File: config.mk
export PLATFORM = sky130hd
export DESIGN_NAME = column_flattener
export DESIGN_NICKNAME = d
export VERILOG_FILES = /design/src/rtl/column_flattener.sv
export SDC_FILE = /design/constraint.sdc
export NUM_CORES = 1
export LEC_CHECK = 0
export CAP_MARGIN = 20
export CORE_ASPECT_RATIO = 0.8
export CORE_MARGIN = 5
export CORE_UTILIZATION = 56
export DETAILED_ROUTE_END_ITERATION = 6
export DONT_BUFFER_PORTS = 1
export GPL_TIMING_DRIVEN = 0
export PLACE_DENSITY_LB_ADDON = 0.08
export REMOVE_ABC_BUFFERS = 1
export SLEW_MARGIN = 20
export SYNTH_ARGS = -nofsm -noshare
export SYNTH_HDL_FRONTEND = slang
export SYNTH_SLANG_ARGS = --single-unit
File: constraint.sdc
create_clock -name pixel_clk_in -period 6.25 [get_ports pixel_clk_in]
set_clock_uncertainty 0.2 [all_clocks]
set_input_delay 1.25 -clock pixel_clk_in [delete_from_list [all_inputs] [get_ports pixel_clk_in]]
set_output_delay 1.25 -clock pixel_clk_in [all_outputs]
set_load 0.01 [all_outputs]
File: src/rtl/column_flattener.sv
// Column flattener: expands one DDA result word per screen column into SCREEN_HEIGHT frame-buffer beats.
// Latency: first beat is valid the cycle after the FIFO handshake; one beat per cycle; column period >= SCREEN_HEIGHT+1.
// Backpressure: beats hold while fb_ready_in is low; FIFO is not accepted until the column finishes. Optional: COLUMN_FLATTENER_SHADE_EN.
module column_flattener #(
  parameter int                     SCREEN_WIDTH  = 320,
  parameter int                     SCREEN_HEIGHT = 180,
  parameter int                     PIXEL_WIDTH   = 16,
  parameter int                     HCOUNT_WIDTH  = 9,
  parameter int                     LH_WIDTH      = 8,
  parameter int                     ADDR_WIDTH    = 16,
  parameter logic [PIXEL_WIDTH-1:0] CEILING_COLOR = 16'h0000,
  parameter logic [PIXEL_WIDTH-1:0] FLOOR_COLOR   = 16'h8410
) (
  input  logic                                 pixel_clk_in,
  input  logic                                 rst_n_in,
  input  logic                                 dda_fifo_tvalid_in,
  input  logic [HCOUNT_WIDTH+LH_WIDTH+22-1:0]  dda_fifo_tdata_in,
  output logic                                 transformer_tready,
  input  logic                                 fb_ready_in,
  output logic                                 ray_valid_out,
  output logic [ADDR_WIDTH-1:0]                ray_address_out,
  output logic [PIXEL_WIDTH-1:0]               ray_pixel_out,
  output logic                                 ray_last_pixel_out,
  output logic                                 col_drop_err_out
);

  // Row counter wide enough to hold SCREEN_HEIGHT itself (draw_end may equal it).
  localparam int RW = $clog2(SCREEN_HEIGHT + 1);
  // Signed working width for the draw-range arithmetic; two spare bits cover sign and carry.
  localparam int CW = ((LH_WIDTH > RW) ? LH_WIDTH : RW) + 2;

  localparam logic signed [CW-1:0] MID_S     = CW'(SCREEN_HEIGHT / 2);
  localparam logic signed [CW-1:0] HGT_S     = CW'(SCREEN_HEIGHT);
  localparam logic [RW-1:0]        LAST_ROW  = RW'(SCREEN_HEIGHT - 1);
  localparam logic [RW-1:0]        HGT_ROW   = RW'(SCREEN_HEIGHT);
  localparam logic [ADDR_WIDTH-1:0] ADDR_STEP = ADDR_WIDTH'(SCREEN_WIDTH);

  localparam logic [0:0] IDLE = 1'b0;
  localparam logic [0:0] EMIT = 1'b1;

  // Incoming word fields, MSB first.
  logic [HCOUNT_WIDTH-1:0] in_hcount;
  logic [LH_WIDTH-1:0]     in_lh;
  logic                    in_wt;
  logic [3:0]              in_map;
  logic [15:0]             in_wallx;
  logic                    in_tlast;

  assign {in_hcount, in_lh, in_wt, in_map, in_wallx, in_tlast} = dda_fifo_tdata_in;

  logic [0:0]             state_q,  state_d;
  logic [RW-1:0]          row_q,    row_d;
  logic [RW-1:0]          ds_q,     ds_d;
  logic [RW-1:0]          de_q,     de_d;
  logic [3:0]             map_q,    map_d;
  logic                   wt_q,     wt_d;
  logic [15:0]            wallx_q,  wallx_d;
  logic                   tlast_q,  tlast_d;
  logic                   valid_q,  valid_d;
  logic [ADDR_WIDTH-1:0]  addr_q,   addr_d;
  logic [PIXEL_WIDTH-1:0] pixel_q,  pixel_d;
  logic                   last_q,   last_d;
  logic                   tready_q, tready_d;
  logic                   drop_q,   drop_d;

  logic signed [CW-1:0]   half_s;
  logic signed [CW-1:0]   start_s;
  logic signed [CW-1:0]   end_s;
  logic [RW-1:0]          cand_start;
  logic [RW-1:0]          cand_end;
  logic [RW-1:0]          row_inc;
  logic                   hcount_oob;
  logic                   shade_in;
  logic                   shade_lat;

  assign row_inc    = row_q + RW'(1);
  assign hcount_oob = (32'(in_hcount) >= SCREEN_WIDTH);

`ifdef COLUMN_FLATTENER_SHADE_EN
  assign shade_in  = in_wt;
  assign shade_lat = wt_q;
`else
  assign shade_in  = 1'b0;
  assign shade_lat = 1'b0;
`endif

  // wallX (and wallType in the plain build) are carried for a future texture stage.
  logic unused_fields;
  assign unused_fields = ^{wallx_q, wt_q};

  // Colour for one row given the column's draw range and map value.
  function automatic logic [PIXEL_WIDTH-1:0] pick_pixel(
    input logic [RW-1:0] row,
    input logic [RW-1:0] ds,
    input logic [RW-1:0] de,
    input logic [3:0]    m,
    input logic          shade
  );
    logic [15:0] pal;
    pal = {m, 1'b1, m, 2'b11, ~m, 1'b1};
    if (shade) begin
      pal = {1'b0, pal[15:12], 1'b0, pal[10:6], 1'b0, pal[4:1]};
    end
    if (row < ds) begin
      pick_pixel = CEILING_COLOR;
    end else if (row >= de) begin
      pick_pixel = FLOOR_COLOR;
    end else if (m == 4'd0) begin
      pick_pixel = FLOOR_COLOR;
    end else begin
      pick_pixel = PIXEL_WIDTH'(pal);
    end
  endfunction

  // Draw range for the word on the FIFO port, clamped to [0, SCREEN_HEIGHT].
  always_comb begin
    half_s     = $signed({{(CW - LH_WIDTH + 1){1'b0}}, in_lh[LH_WIDTH-1:1]});
    start_s    = MID_S - half_s;
    end_s      = MID_S + half_s;
    cand_start = start_s[CW-1] ? '0 : start_s[RW-1:0];
    cand_end   = (end_s > HGT_S) ? HGT_ROW : end_s[RW-1:0];
  end

  // Column FSM: latch a word in IDLE, then walk rows with an incremental address.
  always_comb begin
    state_d  = state_q;
    row_d    = row_q;
    ds_d     = ds_q;
    de_d     = de_q;
    map_d    = map_q;
    wt_d     = wt_q;
    wallx_d  = wallx_q;
    tlast_d  = tlast_q;
    valid_d  = valid_q;
    addr_d   = addr_q;
    pixel_d  = pixel_q;
    last_d   = last_q;
    tready_d = tready_q;
    drop_d   = drop_q;

    case (state_q)
      IDLE: begin
        tready_d = 1'b1;
        valid_d  = 1'b0;
        last_d   = 1'b0;
        if (dda_fifo_tvalid_in && tready_q) begin
          if (hcount_oob) begin
            // Out-of-range column: swallow it and flag it until reset.
            drop_d = 1'b1;
          end else begin
            state_d  = EMIT;
            tready_d = 1'b0;
            row_d    = '0;
            ds_d     = cand_start;
            de_d     = cand_end;
            map_d    = in_map;
            wt_d     = in_wt;
            wallx_d  = in_wallx;
            tlast_d  = in_tlast;
            valid_d  = 1'b1;
            addr_d   = ADDR_WIDTH'(in_hcount);
            pixel_d  = pick_pixel('0, cand_start, cand_end, in_map, shade_in);
            last_d   = in_tlast && (LAST_ROW == '0);
          end
        end
      end
      EMIT: begin
        if (valid_q && fb_ready_in) begin
          if (row_q == LAST_ROW) begin
            state_d  = IDLE;
            valid_d  = 1'b0;
            last_d   = 1'b0;
            tready_d = 1'b1;
          end else begin
            // Row base advances by one screen line per beat; no multiplier needed.
            row_d   = row_inc;
            addr_d  = addr_q + ADDR_STEP;
            pixel_d = pick_pixel(row_inc, ds_q, de_q, map_q, shade_lat);
            last_d  = tlast_q && (row_inc == LAST_ROW);
          end
        end
      end
      default: begin
        state_d = IDLE;
      end
    endcase
  end

  // State and registered outputs; reset abandons any column in flight.
  always_ff @(posedge pixel_clk_in or negedge rst_n_in) begin
    if (!rst_n_in) begin
      state_q  <= IDLE;
      row_q    <= '0;
      ds_q     <= '0;
      de_q     <= '0;
      map_q    <= '0;
      wt_q     <= 1'b0;
      wallx_q  <= '0;
      tlast_q  <= 1'b0;
      valid_q  <= 1'b0;
      addr_q   <= '0;
      pixel_q  <= '0;
      last_q   <= 1'b0;
      tready_q <= 1'b0;
      drop_q   <= 1'b0;
    end else begin
      state_q  <= state_d;
      row_q    <= row_d;
      ds_q     <= ds_d;
      de_q     <= de_d;
      map_q    <= map_d;
      wt_q     <= wt_d;
      wallx_q  <= wallx_d;
      tlast_q  <= tlast_d;
      valid_q  <= valid_d;
      addr_q   <= addr_d;
      pixel_q  <= pixel_d;
      last_q   <= last_d;
      tready_q <= tready_d;
      drop_q   <= drop_d;
    end
  end

  assign transformer_tready = tready_q;
  assign ray_valid_out      = valid_q;
  assign ray_address_out    = addr_q;
  assign ray_pixel_out      = pixel_q;
  assign ray_last_pixel_out = last_q;
  assign col_drop_err_out   = drop_q;

endmodule

Word-level counts from Yosys, hierarchy flattened:

Cells that the tools add are included.

* add/sub/neg operators: 4
* magnitude comparators: 6
* equality and inequality tests: 7
* mux-type cells: 39
* bitwise gates (word level): 4
* reduce and logical (&&, ||, !) cells: 9

Operators by type and width (count)
* 16-bit 2-to-1 mux: 14
* 16-bit case mux with 2 select lines: 2
* 8-bit 2-to-1 mux: 6
* 16-bit by 9-bit adder with 16-bit output, second input constant: 1
* 8-bit == test, second input constant: 2
* 8-bit case mux with 2 select lines: 1
* 1-bit 2-to-1 mux: 12
* 9-bit >= comparator, second input constant: 1
* 7-bit by 7-bit adder with 8-bit output, first input constant: 1
* 8-bit by 1-bit adder with 8-bit output, second input constant: 1
* 1-bit by 8-bit >= comparator with 1-bit output, first input constant: 1
* 8-bit >= comparator: 1
* 8-bit greater-than comparator, second input constant: 1
* 4-bit logical NOT: 2
* 1-bit by 8-bit less-than comparator with 1-bit output, first input constant: 1
* 8-bit less-than comparator: 1
* 4-bit inverter: 2
* 1-bit case mux with 2 select lines: 4
* 7-bit by 7-bit subtractor with 8-bit output, first input constant: 1
* 2-bit inequality test, second input constant: 3
* 3-bit AND reduction: 2
* 2-bit by 1-bit inequality test with 1-bit output, second input constant: 2
* 4-bit AND reduction: 1
* 1-bit logical AND: 3
* 2 further kinds: 3

* register bits after elaboration: 66
* bits of input ports: 43
* output and inout port bits: 36
* word-level logic and storage cells: 81

Longest topological paths before layout:

* depth in word-level cells: 9
* gate-level depth with buffers: 11
* depth with buffers taken out: 11

Worst setup path after synthesis:

Ideal clock, no wire load.

* path type: in2reg
* start point: input dda_fifo_tdata_in[25]
* end point: register pixel_q[12], in the netlist ray_pixel_out[12]
* library setup time: 127 ps
* data arrival time: 2843 ps
* required time: 5923 ps
* path slack: 3081 ps
* stages: 9
* path buffers: 1
* cell sequence: buf_6 > inv_1 > ha_1 > nor2b_2 > or2_1 > a21o_1 > o22a_2 > and3_4 > a221o_2

* word-level cells in the longest chain between the ends: 9
* elaborated cells on any way between the ends: 12
* those cells by class: add/sub (2); order compare (3); mux (7)

Ends and longest elaborated chain
* from (decl): line 17 `input logic [HCOUNT_WIDTH+LH_WIDTH+22-1:0] dda_fifo_tdata_in,`
* 7-bit by 7-bit adder with 8-bit output: line 119 `end_s = MID_S + half_s;`
* 8-bit greater-than comparator: line 121 `cand_end = (end_s > HGT_S) ? HGT_ROW : end_s[RW-1:0];`
* 8-bit 2-to-1 mux: line 121
* 1-bit by 8-bit >= comparator with 1-bit output: line 106 `end else if (row >= de) begin`
* 16-bit 2-to-1 mux: line 106
* 16-bit 2-to-1 mux *: line 104 `if (row < ds) begin`
* 16-bit 2-to-1 mux *: line 147 `if (hcount_oob) begin`
* 16-bit 2-to-1 mux *: line 146 `if (dda_fifo_tvalid_in && tready_q) begin`
* 16-bit case mux with 2 select lines *: line 141 `case (state_q)`
* to (signal assigned): line 217 `pixel_q <= pixel_d;`
* to (decl): line 61 `logic [PIXEL_WIDTH-1:0] pixel_q, pixel_d;`

Mark *: on every way between the ends. The rest lies on a longest branch, timed or not. The select of a mux whose other input is x is not followed.
A chain may end at the register's enable or synchronous reset.

Final worst setup path:

* start point: register row_q[0]
* end point: register pixel_q[13], in the netlist ray_pixel_out[13]

* word-level cells in the longest chain between the ends: 7
* elaborated cells on any way between the ends: 11
* those cells by class: add/sub (1); order compare (2); eq/ne (2); mux (5); reduce/logical (1)

Ends and longest elaborated chain
* from (decl): line 52 `logic [RW-1:0] row_q, row_d;`
* from (signal assigned): line 208 `row_q <= row_d;`
* 8-bit by 1-bit adder with 8-bit output: line 76 `assign row_inc = row_q + RW'(1);`
* 8-bit >= comparator: line 106
* 16-bit 2-to-1 mux: line 106
* 16-bit 2-to-1 mux: line 104
* 16-bit 2-to-1 mux: line 169 `if (row_q == LAST_ROW) begin`
* 16-bit 2-to-1 mux: line 168 `if (valid_q && fb_ready_in) begin`
* 16-bit case mux with 2 select lines: line 141

Parallel ways exist; a longest one is shown, timed or not. The select of a mux whose other input is x is not followed.

==> results_dict.tcl <==
set metrics [dict create \
    status "finished, final reports clean" \
    timing.rr.start "row_q[0]$_DFFE_PN0P_" \
    synth_edf_count 0 \
    start_util_pct 58.00 \
    fin_ws_ns 2.937 \
    clkSinkCount 58 \
    grt-ovfl-total 0 \
    post_cts_buffers 0 \
    synth_seq_area_share_pct 42.11 \
    cts_root_buf "clkbuf_8" \
    synthFlopType "dfrtp_1" \
    dp_hpwl_mm 5.324 \
    drive_above_1_share_pct 9.661 \
    routed_wl_mm 7.369 \
    grt_pass1_vias 2661 \
    synth_area_sq_mm 0.003447 \
    clock_latency_ns 0.34 \
    path_clk_slew_ns 0.06 \
    grt_use_total_pct 20.61 \
    synth-seq-cells 58 \
    wl_per_cell_um 15.88 \
    htree_levels 3 \
    finalHoldViolCount 0 \
    path_buf_inv 0 \
    start_kind "flop" \
    reg2reg_to "ray_pixel_out[13]$_DFFE_PN0P_" \
    cts_inserted_buffers 9 \
    grt_max_degree 59 \
    io_buffers 0 \
    antenna_cells 0 \
    die_w_um 97.72 \
    reg2reg_depth 10 \
    nets 443 \
    max_cap_viol_count 0 \
    cp-end-kind "flop" \
    rsz0062_at_grt "no" \
    power_density_mw_per_mm2 343.6 \
    core_sq_mm 0.005943 \
    antenna_found_initial 0 \
    clockBufferDepth 2 \
    synth_top_area_share_pct 42.11 \
    vdd_drop_max_mv 0.2002 \
    ys_types 56 \
    cts_tree "yes" \
    die_h_um 80.18 \
    worstPathArrival_ns 3.34 \
    vias 2652 \
    fin_crit_sh_pct 53.01 \
    setup_viol 0 \
    cp_data_required_time_ns 6.27 \
    crit_type "reg2reg" \
    final_util_pct 62.44 \
    drt_pass1_iterations 4 \
    path_cells "ha_1, nand3_1, nor2_1, xor2_1, ha_1, a21oi_1, o21ai_0, o31ai_1, nor2_1, a221o_2" \
    avgViaCountPerCell 5.716 \
    synthCells 385 \
    p_leak_nw 1.718 \
    yosys-top-cells-area "dfrtp_1 42%, nand2_1 8.8%, ha_1 8.0%" \
    rrSetupSlack_ns 2.94 \
    total_power_mw 1.275 \
    holdPathEnd "tlast_q$_DFFE_PN0P_" \
    synth_most_common_cell "nand2_1" \
    syn_to_final_growth_pct 7.659 \
    hold_ws_ns 0.2916 \
    drc 0 \
    tightestPinTransition_ns 1.012 \
    min_from "tlast_q$_DFFE_PN0P_" \
    critical_path.max_stage_delay_ns 0.54 \
    crit_family "compound AO/OA/AOI/OAI gates" \
    ys_top_cells_by_count "81 x nand2_1, 58 x dfrtp_1, 26 x inv_1" \
    crit_cells 10 \
    dpl_worst_slack_ns 2.807 \
    timing.final.max_slew_violations 0 \
    max_slew_margin_pct 32.48 \
    placementRows 25 \
    grt_pass1_wl_mm 12.94 \
    drt_iter0_drc 107 \
    cp_slowest_cell "o31ai_1" \
    avgSynthCellArea_sq_um 8.953 \
    yosysTopAreaCell "dfrtp_1" \
    synth_warnings 0 \
    place_congestion 0.8264 \
    cts_resized 0 \
    crit_fanout 8 \
    ctsHoldBuffers 0 \
    async_flop_share_pct 100.0 \
    setup_tns_ns 0 \
    io_pins 79 \
    hold_path.class "reg2reg" \
    die_area_sq_mm 0.007834 \
    fmax_mhz 301.8 \
    period_minus_slack_ns 3.313 \
    min_path_cells 2 \
    drtAntennaViolNets 0 \
]
## per-layer routing
layer | track usage (%) | share of wire (%) | up-vias
met5 | 0 | 0 | -
met4 | 6.639 | 1.1 | 0
met3 | 6.337 | 6.2 | 10
met2 | 31.40 | 44 | 65
met1 | 28.19 | 48 | 1263
li1 | - | - | 1314
## how the worst max path moves through the flow
stage | from | endpoint | slack (ns)
floorplan | dda_fifo_tdata_in[37] | ray_pixel_out[12]$_DFFE_PN0P_ | 2.24
global placement | dda_fifo_tdata_in[37] | ray_address_out[10]$_DFFE_PN0P_ | 1.13
detailed placement | dda_fifo_tdata_in[37] | ray_address_out[10]$_DFFE_PN0P_ | 2.81
CTS | row_q[0]$_DFFE_PN0P_ | ray_pixel_out[13]$_DFFE_PN0P_ | 2.84
global route | row_q[0]$_DFFE_PN0P_ | ray_pixel_out[12]$_DFFE_PN0P_ | 2.55
finish | row_q[0]$_DFFE_PN0P_ | ray_pixel_out[13]$_DFFE_PN0P_ | 2.94
## layout make-up
type,instances,area [sq um]
sequential,58,1451
fill,514,2232
inverter,26,97.59
multi-input combinational,280,1778
clock buffer,12,165.2
tap,81,101.3
clock inverter,4,72.57
timing repair buffer,3,45.04
## cell usage in the layout, fill, tap and decap left out, types with 2 or more instances in the layout
master | netlist | routed
a22oi_1 | 2 | 2
o21a_1 | 2 | 2
nor3_2 | 2 | 2
xnor2_1 | 11 | 11
a22o_1 | 3 | 3
inv_1 | 26 | 26
o22ai_1 | 2 | 2
a211oi_1 | 3 | 3
o21ai_0 | 23 | 23
o211ai_1 | 7 | 7
a21oi_1 | 13 | 13
nand4_1 | 2 | 2
or2_1 | 2 | 2
or2_2 | 2 | 2
bufinv_16 | 0 | 2
nor3_1 | 7 | 7
ha_1 | 22 | 22
buf_8 | 0 | 3
a221o_2 | 3 | 3
clkbuf_8 | 0 | 12
nand2_1 | 81 | 81
and2_1 | 4 | 4
o221ai_1 | 5 | 5
xor2_1 | 4 | 4
o41ai_1 | 2 | 2
o31ai_1 | 6 | 6
or3_1 | 4 | 4
nor4_1 | 3 | 3
o21bai_1 | 3 | 3
dfrtp_1 | 58 | 58
nor2_1 | 24 | 24
nand3_1 | 14 | 14
## sequential cells by signal, summed over array words and instances (netlist names), 4 cells and up
signal           count
de_q                 8
row_q                8
map_q                4
ray_address_out     16
ray_pixel_out        9
ds_q                 7
## worst register-to-register path, cell delays in order (launching register included)
cell and delay (ns):
dfrtp_1 0.48, ha_1 0.27, nand3_1 0.13, nor2_1 0.14
xor2_1 0.32, ha_1 0.31, a21oi_1 0.16, o21ai_0 0.10
o31ai_1 0.54, nor2_1 0.15, a221o_2 0.41
## cells by family after synthesis
| logic type | after synthesis | synth area share, % |
|---|---|---|
| adder cells (fa/ha/maj) | 22 | 7.985 |
| XOR/XNOR | 16 | 4.283 |
| buffers and inverters | 47 | 6.497 |
| AND/OR/NAND/NOR | 156 | 21.13 |
| AO/OA/AOI/OAI | 86 | 18.00 |
| flip-flops | 58 | 42.11 |
## where the power goes
| part | leakage, nW | internal (mW) | switching (mW) |
|---|---|---|---|
| Clock | 0.119 | 0.256 | 0.149 |
| Combinational | 0.869 | 0.127 | 0.164 |
| Sequential | 0.730 | 0.458 | 0.120 |
## stage by stage
step / cell area [sq um] / std cells
floorplan: 3321 / 364
global placement: 3422 / 445
detailed placement: 3473 / 448
CTS: 3711 / 464
global route: 3711 / 464
finish: 3711 / 464
No activity file was read; power rests on OpenSTA's default activity.
